<file path="src/rtl/mem_pkg.sv">
// mem_pkg: shared types and constants for the unified-memory arbiter.
//   state_e    : arbiter FSM states (IDLE, DBUS, IBUS)
//   SZ_*       : data access size codes carried on idsize
//   BE_*       : unshifted byte-enable patterns for each access size
package mem_pkg;

   typedef enum logic [1:0] {
      IDLE = 2'b00,
      DBUS = 2'b01,
      IBUS = 2'b10
   } state_e;

   localparam logic [1:0] SZ_BYTE = 2'b00;
   localparam logic [1:0] SZ_HALF = 2'b01;
   localparam logic [1:0] SZ_WORD = 2'b10;

   localparam logic [3:0] BE_BYTE = 4'b0001;
   localparam logic [3:0] BE_HALF = 4'b0011;
   localparam logic [3:0] BE_WORD = 4'b1111;

endpackage

</file>
<file path="src/rtl/mem_lane_align.sv">
// mem_lane_align: combinational byte-lane steering for a 32-bit memory.
//   size_i   : access size (SZ_BYTE / SZ_HALF / SZ_WORD; 2'b11 acts as word)
//   lane_i   : byte address bits [1:0]
//   signed_i : sign-extend load results
//   wdata_i  : LSB-aligned store data
//   rdata_i  : raw memory read word
//   be_o     : byte enables for the access
//   wdata_o  : store data replicated across all lanes
//   rdata_o  : selected lane(s) shifted to bit 0, zero/sign-extended
module mem_lane_align
   import mem_pkg::*;
(
   input  logic [1:0]  size_i,
   input  logic [1:0]  lane_i,
   input  logic        signed_i,
   input  logic [31:0] wdata_i,
   input  logic [31:0] rdata_i,
   output logic [3:0]  be_o,
   output logic [31:0] wdata_o,
   output logic [31:0] rdata_o
);

   logic [7:0]  byte_sel;
   logic [15:0] half_sel;

   // Half-words ignore lane_i[0]: misaligned halves are truncated to the aligned pair.
   assign byte_sel = rdata_i[{lane_i, 3'b000} +: 8];
   assign half_sel = rdata_i[{lane_i[1], 4'b0000} +: 16];

   always_comb begin
      be_o    = BE_WORD;
      wdata_o = wdata_i;
      rdata_o = rdata_i;
      case (size_i)
         SZ_BYTE: begin
            be_o    = BE_BYTE << lane_i;
            wdata_o = {4{wdata_i[7:0]}};
            rdata_o = {{24{signed_i & byte_sel[7]}}, byte_sel};
         end
         SZ_HALF: begin
            be_o    = BE_HALF << {lane_i[1], 1'b0};
            wdata_o = {2{wdata_i[15:0]}};
            rdata_o = {{16{signed_i & half_sel[15]}}, half_sel};
         end
         default: begin
            // Word and the illegal code both pass straight through.
         end
      endcase
   end

endmodule

</file>
<file path="src/rtl/mem_arbiter.sv">
// mem_arbiter: shares one single-port memory between the fetch and data ports.
// Data requests win over fetches. A transfer is latched in IDLE, issued on omem_*
// until imem_ack (or the watchdog fires), and its valid pulses the cycle after.
//   iclk/irst            : clock, asynchronous active-high reset
//   iireq/iiaddr         : fetch request; oirdata/oivalid/oistall fetch response
//   idreq/idwe/idsize/idsigned/idaddr/idwdata : data request
//   odrdata/odvalid/odstall : data response
//   oerr                 : abort pulse (timeout, or misalignment trap)
//   omem_*/imem_*        : shared memory interface
// Optional feature: define MEM_ARBITER_MISALIGN_TRAP_EN to trap misaligned
// half/word data accesses instead of truncating their addresses.
module mem_arbiter
   import mem_pkg::*;
#(
   parameter int unsigned MP_DATA_WIDTH = 32,
   parameter int unsigned MP_ADDR_WIDTH = 32,
   parameter int unsigned MP_TIMEOUT    = 15
) (
   input  logic                     iclk,
   input  logic                     irst,
   input  logic                     iireq,
   input  logic [MP_ADDR_WIDTH-1:0] iiaddr,
   output logic [MP_DATA_WIDTH-1:0] oirdata,
   output logic                     oivalid,
   output logic                     oistall,
   input  logic                     idreq,
   input  logic                     idwe,
   input  logic [1:0]               idsize,
   input  logic                     idsigned,
   input  logic [MP_ADDR_WIDTH-1:0] idaddr,
   input  logic [MP_DATA_WIDTH-1:0] idwdata,
   output logic [MP_DATA_WIDTH-1:0] odrdata,
   output logic                     odvalid,
   output logic                     odstall,
   output logic                     oerr,
   output logic                     omem_req,
   output logic                     omem_we,
   output logic [3:0]               omem_be,
   output logic [MP_ADDR_WIDTH-1:0] omem_addr,
   output logic [MP_DATA_WIDTH-1:0] omem_wdata,
   input  logic [MP_DATA_WIDTH-1:0] imem_rdata,
   input  logic                     imem_ack
);

   localparam int unsigned     CntW    = $clog2(MP_TIMEOUT + 1);
   localparam logic [CntW-1:0] CntLast = CntW'(MP_TIMEOUT - 1);

   state_e                   state_q, state_d;
   logic [CntW-1:0]          cnt_q, cnt_d;
   logic                     we_q, we_d;
   logic [3:0]               be_q, be_d;
   logic [MP_ADDR_WIDTH-1:0] addr_q, addr_d;
   logic [MP_DATA_WIDTH-1:0] wdata_q, wdata_d;
   logic [1:0]               size_q, size_d;
   logic [1:0]               lane_q, lane_d;
   logic                     signed_q, signed_d;
   logic                     ivalid_q, ivalid_d;
   logic                     dvalid_q, dvalid_d;
   logic                     err_q, err_d;
   logic [MP_DATA_WIDTH-1:0] irdata_q, irdata_d;
   logic [MP_DATA_WIDTH-1:0] drdata_q, drdata_d;

   logic                     busy;
   logic                     tmo_hit;
   logic                     dbus_done;
   logic                     ibus_done;
   logic                     trap_now;
   logic [1:0]               al_size;
   logic [1:0]               al_lane;
   logic                     al_signed;
   logic [3:0]               al_be;
   logic [MP_DATA_WIDTH-1:0] al_wdata;
   logic [MP_DATA_WIDTH-1:0] al_rdata;
   logic                     unused_iiaddr;

   // Fetches are word-aligned; their low address bits carry no information.
   assign unused_iiaddr = ^iiaddr[1:0];

   assign busy      = (state_q != IDLE);
   assign tmo_hit   = busy & ~imem_ack & (cnt_q == CntLast);
   assign dbus_done = (state_q == DBUS) & (imem_ack | tmo_hit);
   assign ibus_done = (state_q == IBUS) & (imem_ack | tmo_hit);

`ifdef MEM_ARBITER_MISALIGN_TRAP_EN
   logic misalign;
   always_comb begin
      misalign = 1'b0;
      case (idsize)
         SZ_BYTE: misalign = 1'b0;
         SZ_HALF: misalign = idaddr[0];
         default: misalign = |idaddr[1:0];
      endcase
   end
   assign trap_now = (state_q == IDLE) & idreq & misalign;
`else
   assign trap_now = 1'b0;
`endif

   // Lane logic sees the live request while latching and the latched one while
   // the transfer is in flight, so one instance serves both directions.
   assign al_size   = busy ? size_q   : idsize;
   assign al_lane   = busy ? lane_q   : idaddr[1:0];
   assign al_signed = busy ? signed_q : idsigned;

   mem_lane_align u_lane_align (
      .size_i   (al_size),
      .lane_i   (al_lane),
      .signed_i (al_signed),
      .wdata_i  (idwdata),
      .rdata_i  (imem_rdata),
      .be_o     (al_be),
      .wdata_o  (al_wdata),
      .rdata_o  (al_rdata)
   );

   always_comb begin
      state_d  = state_q;
      cnt_d    = cnt_q;
      we_d     = we_q;
      be_d     = be_q;
      addr_d   = addr_q;
      wdata_d  = wdata_q;
      size_d   = size_q;
      lane_d   = lane_q;
      signed_d = signed_q;
      ivalid_d = 1'b0;
      dvalid_d = 1'b0;
      err_d    = 1'b0;
      irdata_d = irdata_q;
      drdata_d = drdata_q;
      unique case (state_q)
         IDLE: begin
            cnt_d = '0;
            if (trap_now) begin
               // Never reaches memory: complete with an error straight away.
               dvalid_d = 1'b1;
               err_d    = 1'b1;
               drdata_d = '0;
            end else if (idreq) begin
               state_d  = DBUS;
               we_d     = idwe;
               be_d     = al_be;
               addr_d   = {idaddr[MP_ADDR_WIDTH-1:2], 2'b00};
               wdata_d  = al_wdata;
               size_d   = idsize;
               lane_d   = idaddr[1:0];
               signed_d = idsigned;
            end else if (iireq) begin
               state_d = IBUS;
               we_d    = 1'b0;
               be_d    = BE_WORD;
               addr_d  = {iiaddr[MP_ADDR_WIDTH-1:2], 2'b00};
               wdata_d = '0;
            end
         end
         DBUS, IBUS: begin
            if (imem_ack || tmo_hit) begin
               state_d = IDLE;
               cnt_d   = '0;
               err_d   = tmo_hit;
               if (state_q == DBUS) begin
                  dvalid_d = 1'b1;
                  drdata_d = (tmo_hit || we_q) ? '0 : al_rdata;
               end else begin
                  ivalid_d = 1'b1;
                  irdata_d = tmo_hit ? '0 : imem_rdata;
               end
            end else begin
               cnt_d = cnt_q + 1'b1;
            end
         end
         default: state_d = IDLE;
      endcase
   end

   always_ff @(posedge iclk or posedge irst) begin
      if (irst) begin
         state_q  <= IDLE;
         cnt_q    <= '0;
         we_q     <= 1'b0;
         be_q     <= '0;
         addr_q   <= '0;
         wdata_q  <= '0;
         size_q   <= '0;
         lane_q   <= '0;
         signed_q <= 1'b0;
         ivalid_q <= 1'b0;
         dvalid_q <= 1'b0;
         err_q    <= 1'b0;
         irdata_q <= '0;
         drdata_q <= '0;
      end else begin
         state_q  <= state_d;
         cnt_q    <= cnt_d;
         we_q     <= we_d;
         be_q     <= be_d;
         addr_q   <= addr_d;
         wdata_q  <= wdata_d;
         size_q   <= size_d;
         lane_q   <= lane_d;
         signed_q <= signed_d;
         ivalid_q <= ivalid_d;
         dvalid_q <= dvalid_d;
         err_q    <= err_d;
         irdata_q <= irdata_d;
         drdata_q <= drdata_d;
      end
   end

   // Memory-side outputs are gated so they read 0 whenever nothing is in flight.
   assign omem_req   = busy;
   assign omem_we    = busy & we_q;
   assign omem_be    = busy ? be_q : 4'b0000;
   assign omem_addr  = busy ? addr_q : '0;
   assign omem_wdata = busy ? wdata_q : '0;

   // Stalls are combinational on the requests; reset forces them low too.
   assign odstall = idreq & ~irst & ~(dbus_done | trap_now);
   assign oistall = iireq & ~irst & ~ibus_done;

   assign oivalid = ivalid_q;
   assign odvalid = dvalid_q;
   assign oerr    = err_q;
   assign oirdata = irdata_q;
   assign odrdata = drdata_q;

endmodule
</file>
<file path="config.mk">
export PLATFORM = sky130hd
export DESIGN_NAME = mem_arbiter
export DESIGN_NICKNAME = d
export VERILOG_FILES = /design/src/rtl/mem_pkg.sv /design/src/rtl/mem_lane_align.sv /design/src/rtl/mem_arbiter.sv
export SDC_FILE = /design/constraint.sdc
export NUM_CORES = 1
export LEC_CHECK = 0
export BUFFER_PORTS_ARGS = -buffer_cell sky130_fd_sc_hd__clkbuf_2
export CAP_MARGIN = 15
export CORE_UTILIZATION = 49
export CTS_CLUSTER_SIZE = 12
export DETAILED_ROUTE_END_ITERATION = 6
export PLACE_DENSITY = 0.8
export SYNTH_ARGS = -nofsm -noshare
export SYNTH_HDL_FRONTEND = slang
export SYNTH_SLANG_ARGS = --single-unit
</file>
<file path="constraint.sdc">
create_clock -name iclk -period 5.6 [get_ports iclk]
set_input_delay 0 -clock iclk [delete_from_list [all_inputs] [get_ports iclk]]
set_output_delay 0 -clock iclk [all_outputs]
set_load 0.01 [all_outputs]
</file>
Yosys cells after proc, flatten, opt, wreduce, memory -nomap -nowiden
Cells that the tools add are included.

operators by class
  add/subtract/negate cells = 1
  multipliers = 0
  div/mod/pow operators = 0
  order comparisons = 0
  eq/ne operators = 6
  shift-type cells = 4
  mux-type cells = 33
  bitwise operators = 17
  reductions and logical operators = 13

operator list
  operator             count
  $mux 32              8
  $pmux 32 s2          2
  $shiftx 32x6->16     1
  $shiftx 32x6->8      1
  $mux 4               4
  $pmux 4 s2           2
  $and 1x1->1          11
  $mux 1               11
  $mux 2               5
  $reduce_and 2->1     3
  $reduce_and 3->1     2
  $reduce_bool 2->1    3
  $not 1->1            5
  $add 4x1->4 const B  1
  $eq 2x1->1 const B   2
  $eq 4x4->1 const B   1
  $logic_not 2->1      2
  $pmux 2 s2           1
  $shl 1x2->4 const A  1
  $shl 2x2->4 const A  1
  $ne 3x3->1 const B   1
  $eq 2x2->1 const B   1
  $logic_or 1x1->1     2
  $ne 2x2->1 const B   1
  other kinds (2)      2

storage, ports and cells
  register bits = 147
  latch bits = 0
  RAM bits = 0
  ROM bits = 0
  input bits = 137
  output and inout bits = 139
  logic and storage cells = 88
  memories kept = 0

Depth between registers and ports, before layout
  depth in word-level cells = 7
  depth in mapped cells = 9
  mapped depth without buffers = 6

Hierarchy
Synthesis repeated with hierarchy kept, for this count alone.

unflattened totals
  cell total of the unflattened synthesis = 676
  area total of the unflattened synthesis = 7,308.3 um2

modules (own cells, without submodules)
  module          times used  cells each  area each (um2)  sequential area each (um2)
  mem_arbiter     1           520         6,203.4          3,628.5
  mem_lane_align  1           156         1,104.8          0.0

Least setup slack after synthesis
OpenSTA, ideal clock, no wires.

  path kind = in2out
  start point = input port irst
  end point = output port oistall
  arrival time = 3.572 ns
  required time = 5.600 ns
  slack = 2.028 ns
  stages on the path = 2
  path buffers = 0
  cells stage by stage = inv_1 -> and3_1

between the ends
  longest elaborated chain between the ends = 3

ends and longest elaborated chain
  what                       RTL line            text
  start, declared            mem_arbiter.sv:20   input logic irst,
  $not 1->1                  mem_arbiter.sv:219  assign oistall = iireq & ~irst & ~ibus_done;
  $and 1x1->1 (2 in series)  mem_arbiter.sv:219
  end, declared              mem_arbiter.sv:25   output logic oistall,

Every way passes these cells.

Worst setup path after layout
  start point = register state_q[1]
  end point = register drdata_q[12] (netlist: odrdata[12])

between the ends
  longest elaborated chain between the ends = 6
  elaborated cells on any way between the ends = 19
  those cells by class = 3 x eq/ne; 2 x shift; 5 x mux; 3 x bitwise; 6 x reduce/logical

ends and longest elaborated chain
  what                    RTL line              text
  start, declared         mem_arbiter.sv:48     state_e state_q, state_d;
  start signal, assigned  mem_arbiter.sv:193    state_q <= state_d;
  $reduce_bool 2->1       mem_arbiter.sv:79     assign busy = (state_q != IDLE);
  $mux 2                  mem_arbiter.sv:102    assign al_lane = busy ? lane_q : idaddr[1:0];
  $shiftx 32x6->8         mem_lane_align.sv:27  assign byte_sel = rdata_i[{lane_i, 3'b000} +: 8];
  $and 1x1->1             mem_lane_align.sv:38  rdata_o = {{24{signed_i & byte_sel[7]}}, byte_sel};
  $pmux 32 s2             mem_lane_align.sv:34  case (size_i)
  $mux 32                 mem_arbiter.sv:163    drdata_d = (tmo_hit || we_q) ? '0 : al_rdata;
  end signal, assigned    mem_arbiter.sv:206    drdata_q <= drdata_d;
  end, declared           mem_arbiter.sv:61     logic [MP_DATA_WIDTH-1:0] drdata_q, drdata_d;

Several ways; a longest one is shown, not always the timed one.
A chain may end at the register's enable or synchronous reset.

==> flow_metrics.tcl <==
set metrics [dict create \
    cts-root-buf "clkbuf_16" \
    ys_warn_count 0 \
    worst_slew_pin_slew_ns 1.055 \
    power_density_mw_per_mm2 510.6 \
    ys_async_sr_fraction_pct 100.0 \
    yosysTopAreaCellShare_pct 49.19 \
    clkSinkCount 145 \
    mostFrequentLayoutCell "clkbuf_2" \
    finalHoldViolations 0 \
    layout.cells.most_common_list "clkbuf_2 (271), dfrtp_1 (145), dlygate4sd3_1 (142), nand2_1 (77), o21ai_0 (63)" \
    drt_iter0_markers 693 \
    synth_ff_type "dfrtp_1" \
    place.port_buffers 271 \
    htree_levels 4 \
    fin_crit_ns 3.546 \
    vias 7423 \
    die_area_mm2 0.01555 \
    endpoint_kind "register" \
    worstPathMaxFanout 85 \
    cts_setup_buffers 0 \
    ir_drop_mv 0.3701 \
    nets 1214 \
    postSynthCellCount 687 \
    fin_area_mm2 0.01076 \
    slowest_delay_ns 0.85 \
    place_congestion 0.8422 \
    critical_path.cell_chain "inv_1 -> ha_4 -> mux2_4 -> mux4_2 -> nand4_1 -> nand3_1 -> dlygate4sd3_1" \
    critPathLaunchType "register" \
    detail-route-antenna-nets 0 \
    cts_buffer_depth 2 \
    hp-class "input port to register" \
    synth_area_mm2 0.007376 \
    hold_start "idsize[1]" \
    drc 0 \
    status "finished, final reports clean" \
    wl_per_cell_um 19.62 \
    r2r-start "state_q[1]" \
    hold_end "size_q[1]" \
    area.growth.synth_to_final_pct 45.92 \
    start_util_pct 50.56 \
    antenna_found_initial 1 \
    cts.repair.resized 0 \
    cts_buffers 17 \
    core_mm2 0.01459 \
    yosys-top-cells-area "dfrtp_1 (49%), mux2i_1 (7.6%), nor2b_1 (4.9%), a32o_1 (4.5%), o21ai_0 (4.3%)" \
    yosysUniqueCellTypes 60 \
    cap_violations 0 \
    timing.rr.end "odrdata[12]" \
    ys_ff_latch 145 \
    first_global_vias 7496 \
    clk_latency_ns 0.42 \
    clkTransAtPathRegs_ns 0.06 \
    fmax_mhz 282.0 \
    routed_wl_um 24900 \
    max_slew_margin_pct 29.65 \
    p_leak_nw 5.283 \
    path_class "register to register" \
    drv_slew 0 \
    setup_viol 0 \
    reg2reg_slack_ns 2.05 \
    synth_top_area_cell "dfrtp_1" \
    grtUsageTotal_pct 32.41 \
    worstPathRequired_ns 5.89 \
    ff2ff_path_depth 7 \
    place_hpwl_um 14220 \
    rsz0062_at_grt "no" \
    synth_edf_count 0 \
    io_pins 276 \
    cts_tree "done" \
    yosysSeqAreaShare_pct 49.19 \
    fin_skew_ns 0.007928 \
    fp-row-count 44 \
    gr-total-overflow 0 \
    viasPerCell 5.849 \
    drive_gt1_share_pct 32.10 \
    grt_pass1_wl_um 39720 \
    dieWidth_um 124.7 \
    grt_max_degree 94 \
    first_pass_iters 5 \
    dpl_cell_area_mm2 0.008740 \
    synth_area_per_cell_um2 10.74 \
    timing.setup.tns_ns 0 \
    finalCritPeriodShare_pct 63.31 \
    fp.dieH_um 124.7 \
    worstPathArrival_ns 3.84 \
    whs_path_depth 3 \
    critPathSlowestCell "ha_4" \
    hold_buffers 142 \
]
-- sequential cells by signal, indices dropped and copies added (netlist names) --
register / count
odrdata: 32
lane_q: 2
addr_q: 30
wdata_q: 32
we_q: 1
oivalid: 1
size_q: 2
oerr: 1
state_q: 2
oirdata: 32
odvalid: 1
signed_q: 1
cnt_q: 4
be_q: 4
-- metrics by stage --
step	hold slack, ns	total power, mW	utilization [%]	setup WS (ns)	instances
final	0.1428	5.495	73.77	2.054	1269
after global routing	0.1565	5.804	73.77	1.826	1269
after CTS	0.09677	5.406	73.68	2.077	1267
after detailed placement	0.2155	4.155	59.91	2.463	1093
after global placement	0.2115	4.091	59.91	2.530	1093
after floorplan	0.1054	3.376	-	1.682	688
-- routing by layer --
layer  track usage (%)  wire, um  vias to the layer above  part of all wire (%)
met2             54.86     12260                      466                    49
li1                  -         -                     3292                     -
met5                 0         0                        -                     0
met4             14.25       957                        0                   3.8
met3             7.646      2188                       75                   8.8
met1             39.24      9494                     3590                    38
-- synth_stat cells (8+ instances only) --
| cell | instances |
|---|---|
| dfrtp_1 | 145 |
| o211ai_1 | 14 |
| nand3_1 | 11 |
| clkbuf_1 | 36 |
| nand4_1 | 8 |
| a22o_1 | 18 |
| buf_6 | 8 |
| and2b_1 | 9 |
| a22oi_1 | 23 |
| nand2_1 | 77 |
| a32o_1 | 33 |
| o21ai_0 | 64 |
| o21ai_2 | 11 |
| nor2_1 | 14 |
| nor2b_1 | 58 |
| mux2i_1 | 56 |
| a31oi_1 | 8 |
-- how the worst max path moves through the flow --
stage / start / end / slack (ns) / cells past startpoint
2_1_floorplan: irst / addr_q[10] / 1.68 / 1
3_3_place_gp: state_q[1] / odrdata[28] / 2.53 / 7
3_5_place_dp: state_q[1] / odrdata[30] / 2.46 / 7
4_1_cts: state_q[1] / odrdata[12] / 2.08 / 7
5_1_grt: state_q[1] / odrdata[12] / 1.83 / 7
6_report: state_q[1] / odrdata[12] / 2.05 / 7
-- final cells by class --
| cell class | instances | area (um^2) |
|---|---|---|
| fill | 932 | 3826 |
| sequential | 145 | 3628 |
| multi-input combinational | 477 | 3427 |
| timing repair buffer | 422 | 2849 |
| clock buffer | 18 | 429.2 |
| tap | 184 | 230.2 |
| clock inverter | 14 | 158.9 |
| inverter | 8 | 37.54 |
| antenna | 1 | 2.502 |
-- where the power goes --
| part | leakage (nW) | internal [mW] | total [mW] | switching [mW] |
|---|---|---|---|---|
| clock | 0.275 | 0.663 | 1.14 | 0.472 |
| combinational | 3.18 | 1.09 | 2.58 | 1.49 |
| sequential | 1.83 | 1.50 | 1.77 | 0.273 |
-- cell families after synthesis --
kind of cell / count (synthesis) / synth area share (%)
mux: 65 / 9.669
other cells: 1 / 0.05084
compound gates: 205 / 20.81
simple gates: 199 / 14.45
buf+inv: 66 / 4.801
fa+ha+maj: 6 / 1.018
flops: 145 / 49.19
-- critical path, delay by kind of cell (launching register included) --
kind / cells / cell delay, ns
DFF: 1 / 0.40
adders and majority gates: 1 / 0.85
buffers and inverters: 2 / 0.73
and+or+nand+nor: 2 / 0.42
muxes: 2 / 1.01
No activity file was read; power rests on OpenSTA's default activity.
